[config.mk]
export PLATFORM = sky130hd
export DESIGN_NAME = mem_port_arbiter
export DESIGN_NICKNAME = d
export VERILOG_FILES = /design/src/rtl/mem_arb_pkg.sv /design/src/rtl/rr_arb2.sv /design/src/rtl/mem_port_arbiter.sv
export SDC_FILE = /design/constraint.sdc
export NUM_CORES = 1
export LEC_CHECK = 0
export CORE_AREA = 2 2 110 112
export DETAILED_ROUTE_END_ITERATION = 12
export DIE_AREA = 0 0 112 114
export PLACE_DENSITY = 0.69
export SKIP_LAST_GASP = 1
export SLEW_MARGIN = 10
export SYNTH_ARGS = -nofsm -noshare
export SYNTH_HDL_FRONTEND = slang
export SYNTH_SLANG_ARGS = --single-unit
[constraint.sdc]
create_clock -name clk -period 1.92 [get_ports clk]
set_input_delay 0.192 -clock clk [delete_from_list [all_inputs] [get_ports clk]]
set_output_delay 0.192 -clock clk [all_outputs]
set_load 0.02 [all_outputs]
[src/rtl/mem_arb_pkg.sv]
// Shared types and constants for the instruction/data memory port arbiter.
package mem_arb_pkg;

   // Which requester owns the memory response that arrives next cycle.
   typedef enum logic [1:0] {
      NONE    = 2'd0,
      IMEM    = 2'd1,
      DMEM_RD = 2'd2,
      DMEM_WR = 2'd3
   } owner_t;

   localparam logic MEM_READ  = 1'b0;
   localparam logic MEM_WRITE = 1'b1;

endpackage

[src/rtl/rr_arb2.sv]
// Two-way round-robin arbiter: imem vs dmem. The pointer moves only on
// conflicts so the losing port wins the next conflict.
module rr_arb2 (
   input  logic       clk,
   input  logic       rst,
   input  logic       req_imem,
   input  logic       req_dmem,
   output logic [1:0] grant,      // bit 0 = imem, bit 1 = dmem
   output logic       conflict
);

   logic rr_dmem_first;

   // NOTE: every output gets a default before the if-chain so no path leaves it unassigned (no latch).
   always_comb begin
      grant    = 2'b00;
      conflict = req_imem & req_dmem;
      if (conflict)
         grant = rr_dmem_first ? 2'b10 : 2'b01;
      else if (req_imem)
         grant = 2'b01;
      else if (req_dmem)
         grant = 2'b10;
   end

   // NOTE: state flops use non-blocking assignments so every flop samples pre-edge values.
   always_ff @(posedge clk or negedge rst) begin
      if (!rst)
         rr_dmem_first <= 1'b1;
      else if (conflict)
         rr_dmem_first <= grant[0];   // imem just won, so dmem goes first next time
   end

endmodule

[src/rtl/mem_port_arbiter.sv]
// Shares one single-ported, 1-cycle-latency memory between the instruction
// and data ports; the owner register steers each response back to its issuer.
module mem_port_arbiter
   import mem_arb_pkg::*;
#(
   parameter int ADDR_W = 32,
   parameter int DATA_W = 32,
   parameter int CNT_W  = 16
) (
   input  logic              clk,
   input  logic              rst,

   input  logic              imemreq_val,
   output logic              imemreq_rdy,
   input  logic [ADDR_W-1:0] imemreq_addr,
   output logic              imemresp_val,
   output logic [DATA_W-1:0] imemresp_data,

   input  logic              dmemreq_val,
   output logic              dmemreq_rdy,
   input  logic              dmemreq_type,
   input  logic [ADDR_W-1:0] dmemreq_addr,
   input  logic [DATA_W-1:0] dmemreq_wdata,
   output logic              dmemresp_val,
   output logic [DATA_W-1:0] dmemresp_rdata,

   output logic              memreq_val,
   output logic              memreq_type,
   output logic [ADDR_W-1:0] memreq_addr,
   output logic [DATA_W-1:0] memreq_wdata,
   input  logic [DATA_W-1:0] memresp_rdata,

   output logic [CNT_W-1:0]  conflict_count
);

   logic       imem_req;
   logic       dmem_req;
   logic [1:0] grant;
   logic       conflict;
   owner_t     owner;
   owner_t     owner_next;

   // Requests are masked while reset is held so no port sees rdy during reset.
   assign imem_req = imemreq_val & rst;
   assign dmem_req = dmemreq_val & rst;

   rr_arb2 u_rr_arb2 (
      .clk      (clk),
      .rst      (rst),
      .req_imem (imem_req),
      .req_dmem (dmem_req),
      .grant    (grant),
      .conflict (conflict)
   );

   assign imemreq_rdy = grant[0];
   assign dmemreq_rdy = grant[1];

   always_comb begin
      memreq_val   = 1'b0;
      memreq_type  = MEM_READ;
      memreq_addr  = '0;
      memreq_wdata = '0;
      owner_next   = NONE;
      if (grant[0]) begin
         memreq_val  = 1'b1;
         memreq_addr = imemreq_addr;
         owner_next  = IMEM;
      end else if (grant[1]) begin
         memreq_val   = 1'b1;
         memreq_type  = dmemreq_type;
         memreq_addr  = dmemreq_addr;
         memreq_wdata = dmemreq_wdata;
         owner_next   = (dmemreq_type == MEM_WRITE) ? DMEM_WR : DMEM_RD;
      end
   end

   // NOTE: asynchronous reset clears the owner at once, dropping any in-flight response.
   always_ff @(posedge clk or negedge rst) begin
      if (!rst)
         owner <= NONE;
      else
         owner <= owner_next;
   end

   always_ff @(posedge clk or negedge rst) begin
      if (!rst)
         conflict_count <= '0;
      else if (conflict && (conflict_count != {CNT_W{1'b1}}))
         conflict_count <= conflict_count + CNT_W'(1);
   end

   // Response steering; the port that does not own the response reads zero.
   assign imemresp_val   = (owner == IMEM);
   assign imemresp_data  = (owner == IMEM) ? memresp_rdata : '0;
   assign dmemresp_val   = (owner == DMEM_RD) || (owner == DMEM_WR);
   assign dmemresp_rdata = (owner == DMEM_RD) ? memresp_rdata : '0;

endmodule

==> results of run 1 <==
-- cells by family (layout without fill, tap and decap cells) --
logic type,Yosys count,count (layout),share of synthesized area (%)
mux,2,2,1.180
xor+xnor,12,12,5.508
buf+inv,20,309,4.524
simple gates,138,138,45.64
flops,19,19,24.98
fa+ha+maj,1,1,0.6556
compound gates,41,41,17.51
-- stage by stage --
step	setup TNS [ns]	setup slack [ns]
after floorplan	0	0.04658
after global routing	-0.01550	-0.007745
after global placement	-22.03	-0.4179
after CTS	-0.3254	-0.06926
after detailed placement	-23.80	-0.4255
final	0	0.05037
-- where the power goes --
group	internal (W)	switching, W	total (W)
Combinational	0.000828	0.000838	0.00167
Clock	0.000283	0.000146	0.000428
Sequential	0.000471	0.0000616	0.000533
Total	0.00158	0.00104	0.00263
-- cells in the mapped netlist (2+ instances only) --
cell / number
a21oi_1: 4
nor4_2: 4
clkbuf_1: 12
o21ai_0: 2
nor3_1: 5
and3_1: 2
xor2_1: 11
nor2_1: 5
and2_1: 97
nand3_1: 2
or2_2: 2
nand2_1: 9
buf_2: 6
nor2b_1: 2
dfrtp_1: 18
nand4_1: 6
a22o_1: 32
-- cell usage in the layout, fill, tap and decap left out, types with 6 or more instances in the layout --
| cell type | instances |
|---|---|
| dlymetal6s2s_1 | 8 |
| a22o_1 | 31 |
| nand2_1 | 8 |
| xor2_1 | 11 |
| clkdlybuf4s50_1 | 148 |
| dfrtp_1 | 18 |
| nand4_1 | 6 |
| buf_2 | 59 |
| dlygate4sd2_1 | 61 |
| buf_4 | 20 |
| and2_1 | 96 |
-- sequential cells by signal (all words and copies together), names as in the netlist --
signal                   flops
conflict_count              16
owner                        2
u_rr_arb2.rr_dmem_first      1
-- routing by layer --
layer / share of wire (%) / vias up
li1: - / 1383
met1: 35 / 1300
met2: 53 / 195
met3: 8.9 / 17
met4: 3.7 / 0
met5: 0 / -
-- worst max-delay path, cell delays in order, from the launching register on --
cell and delay, ns:
dfstp_2 0.53, inv_1 0.07, a21oi_4 0.17, buf_4 0.16
buf_16 0.14, a22o_1 0.18, buf_2 0.18
-- worst min-delay path by stage --
stage | startpoint | end | slack, ns | cells after the start
global route | rst | conflict_count[6] | 0.07 | 2
detailed placement | conflict_count[15] | conflict_count[15] | 0.51 | 1
finish | rst | conflict_count[12] | 0.03 | 2
floorplan | rst | conflict_count[0] | -0.10 | 0
CTS | rst | conflict_count[13] | 0.42 | 2
global placement | conflict_count[5] | conflict_count[5] | 0.50 | 1
-- repair_timing --
action / in CTS / in global routing
gates resized for setup: 287 / 56
endpoints found under the setup margin: 130 / 55
pin swaps: 1 / 0
setup buffers: 3 / 0
cloned: 2 / 0
hold buffers: 0 / 0
-- area by class of cell --
cell class | count | area share (%)
Sequential cell | 19 | 9.863
Clock buffer | 4 | 1.631
Tap cell | 147 | 3.805
Multi-Input combinational cell | 194 | 28.53
Timing Repair Buffer | 304 | 56.10
Inverter | 1 | 0.07766
==> impl_metrics.env, run 1 <==
export IMPL_grt_overflow=0
export IMPL_num_fill_cells=1199
export IMPL_max_cap_violations=0
export IMPL_use_met3_pct=3.932
export IMPL_finalNetCount=657
export IMPL_hold_viol=0
export IMPL_grtUsageTotal_pct=17.06
export IMPL_antenna_cells=0
export IMPL_synth_edf_count=0
export IMPL_portBuffers=282
export IMPL_crit_end="memreq_addr[6]"
export IMPL_setup_viol=0
export IMPL_cp_arrival_ns=1.68
export IMPL_hold_path_class="input pin to async pin"
export IMPL_max_slew_worst_pin_slew_ns=0.4550
export IMPL_final_area_um2=4833
export IMPL_met1_usage_pct=17.69
export IMPL_place_area_um2=5030
export IMPL_relSlewSlack_pct=69.66
export IMPL_drv_slew=0
export IMPL_clock_sinks=19
export IMPL_rows=40
export IMPL_worstSetupStartpointType="register"
export IMPL_vias=2895
export IMPL_peakVddDrop_v=0.0003609
export IMPL_drc=0
export IMPL_r2r_start="conflict_count[0]"
export IMPL_stdcell_count=669
export IMPL_ys_seq_elements=19
export IMPL_htree_levels=1
export IMPL_dpl_hpwl_mm=9.827
export IMPL_syn_area_um2=1908
export IMPL_synth_flop_cell="dfrtp_1"
export IMPL_r2r_cells=5
export IMPL_cts_buffers=3
export IMPL_yosysSeqAreaShare_pct=24.98
export IMPL_synthesis_nets=367
export IMPL_fmax_mhz=534.9
export IMPL_yosysWarnings=0
export IMPL_first_iter_violations=92
export IMPL_path_class="register to primary output"
export IMPL_yosysUniqueCellTypes=31
export IMPL_busiest_layer="met2"
export IMPL_start_util_pct=16.29
export IMPL_die_w_um=112
export IMPL_crit_start="u_rr_arb2.rr_dmem_first"
export IMPL_wl_per_cell_um=17.39
export IMPL_cts_root_buffer="clkbuf_16"
export IMPL_drt_antenna_violating_nets=0
export IMPL_area_delta_synth_final_pct=153.3
export IMPL_status="finished clean"
export IMPL_clockBufferDepth=2
export IMPL_finalCritPeriodShare_pct=97.38
export IMPL_gp_congestion=0.7880
export IMPL_pin_count=283
export IMPL_dieHeight_um=114
export IMPL_cts_tree="done"
export IMPL_grt_use_met2_pct=33.62
export IMPL_powerDensity_nw_per_um2=543.3
export IMPL_end_kind="primary output"
export IMPL_fin_util_pct=41.27
export IMPL_synth_area_per_cell_um2=8.189
export IMPL_first_pass_iters=4
export IMPL_async_flop_share_pct=100.0
export IMPL_drive_gt1_share_pct=20.69
export IMPL_layout_min_cycle_time_ns=1.870
export IMPL_numPlacedInstances=661
export IMPL_multi_input_area_um2=1379
export IMPL_avgViaCountPerCell=4.327
export IMPL_antenna_found_initial=0
export IMPL_ff2ff_setup_slack_ns=0.10
export IMPL_yosysTopAreaCell="and2_1"
export IMPL_required_ns=1.73
export IMPL_clock_latency_ns=0.25
export IMPL_grt_pass1_vias=2941
export IMPL_grt_start_max_net_pins=35
export IMPL_cp_max_fo=16
export IMPL_rsz0062_at_grt="true"
export IMPL_synth_top_cell_area_share_pct=31.80
export IMPL_core_area_um2=11710
export IMPL_p_leak_nw=2.559
export IMPL_synthTopCellsByArea="and2_1, dfrtp_1, a22o_1, xor2_1, nor4_2"
export IMPL_cts_clk_slew_worst_paths_ns=0.05
export IMPL_skew_ns=0.003067
export IMPL_wirelength_mm=11.63
export IMPL_dieArea_um2=12770
export IMPL_p_total_w=0.002626
export IMPL_seq_area_um2=476.7
export IMPL_worst_r2r_endpoint="conflict_count[1]"
export IMPL_whs_ns=0.03253
export IMPL_syn_inst=233
export IMPL_grt_pass1_wl_mm=16.84
Note: power is estimated with default switching activity, not from simulation.
==> inputs of run 2 (changes only) <==
CAP_MARGIN = 5   (was not set)
==> results of run 2 <==
Same layout as run 1: the final DEF is identical, and so are final timing and power.
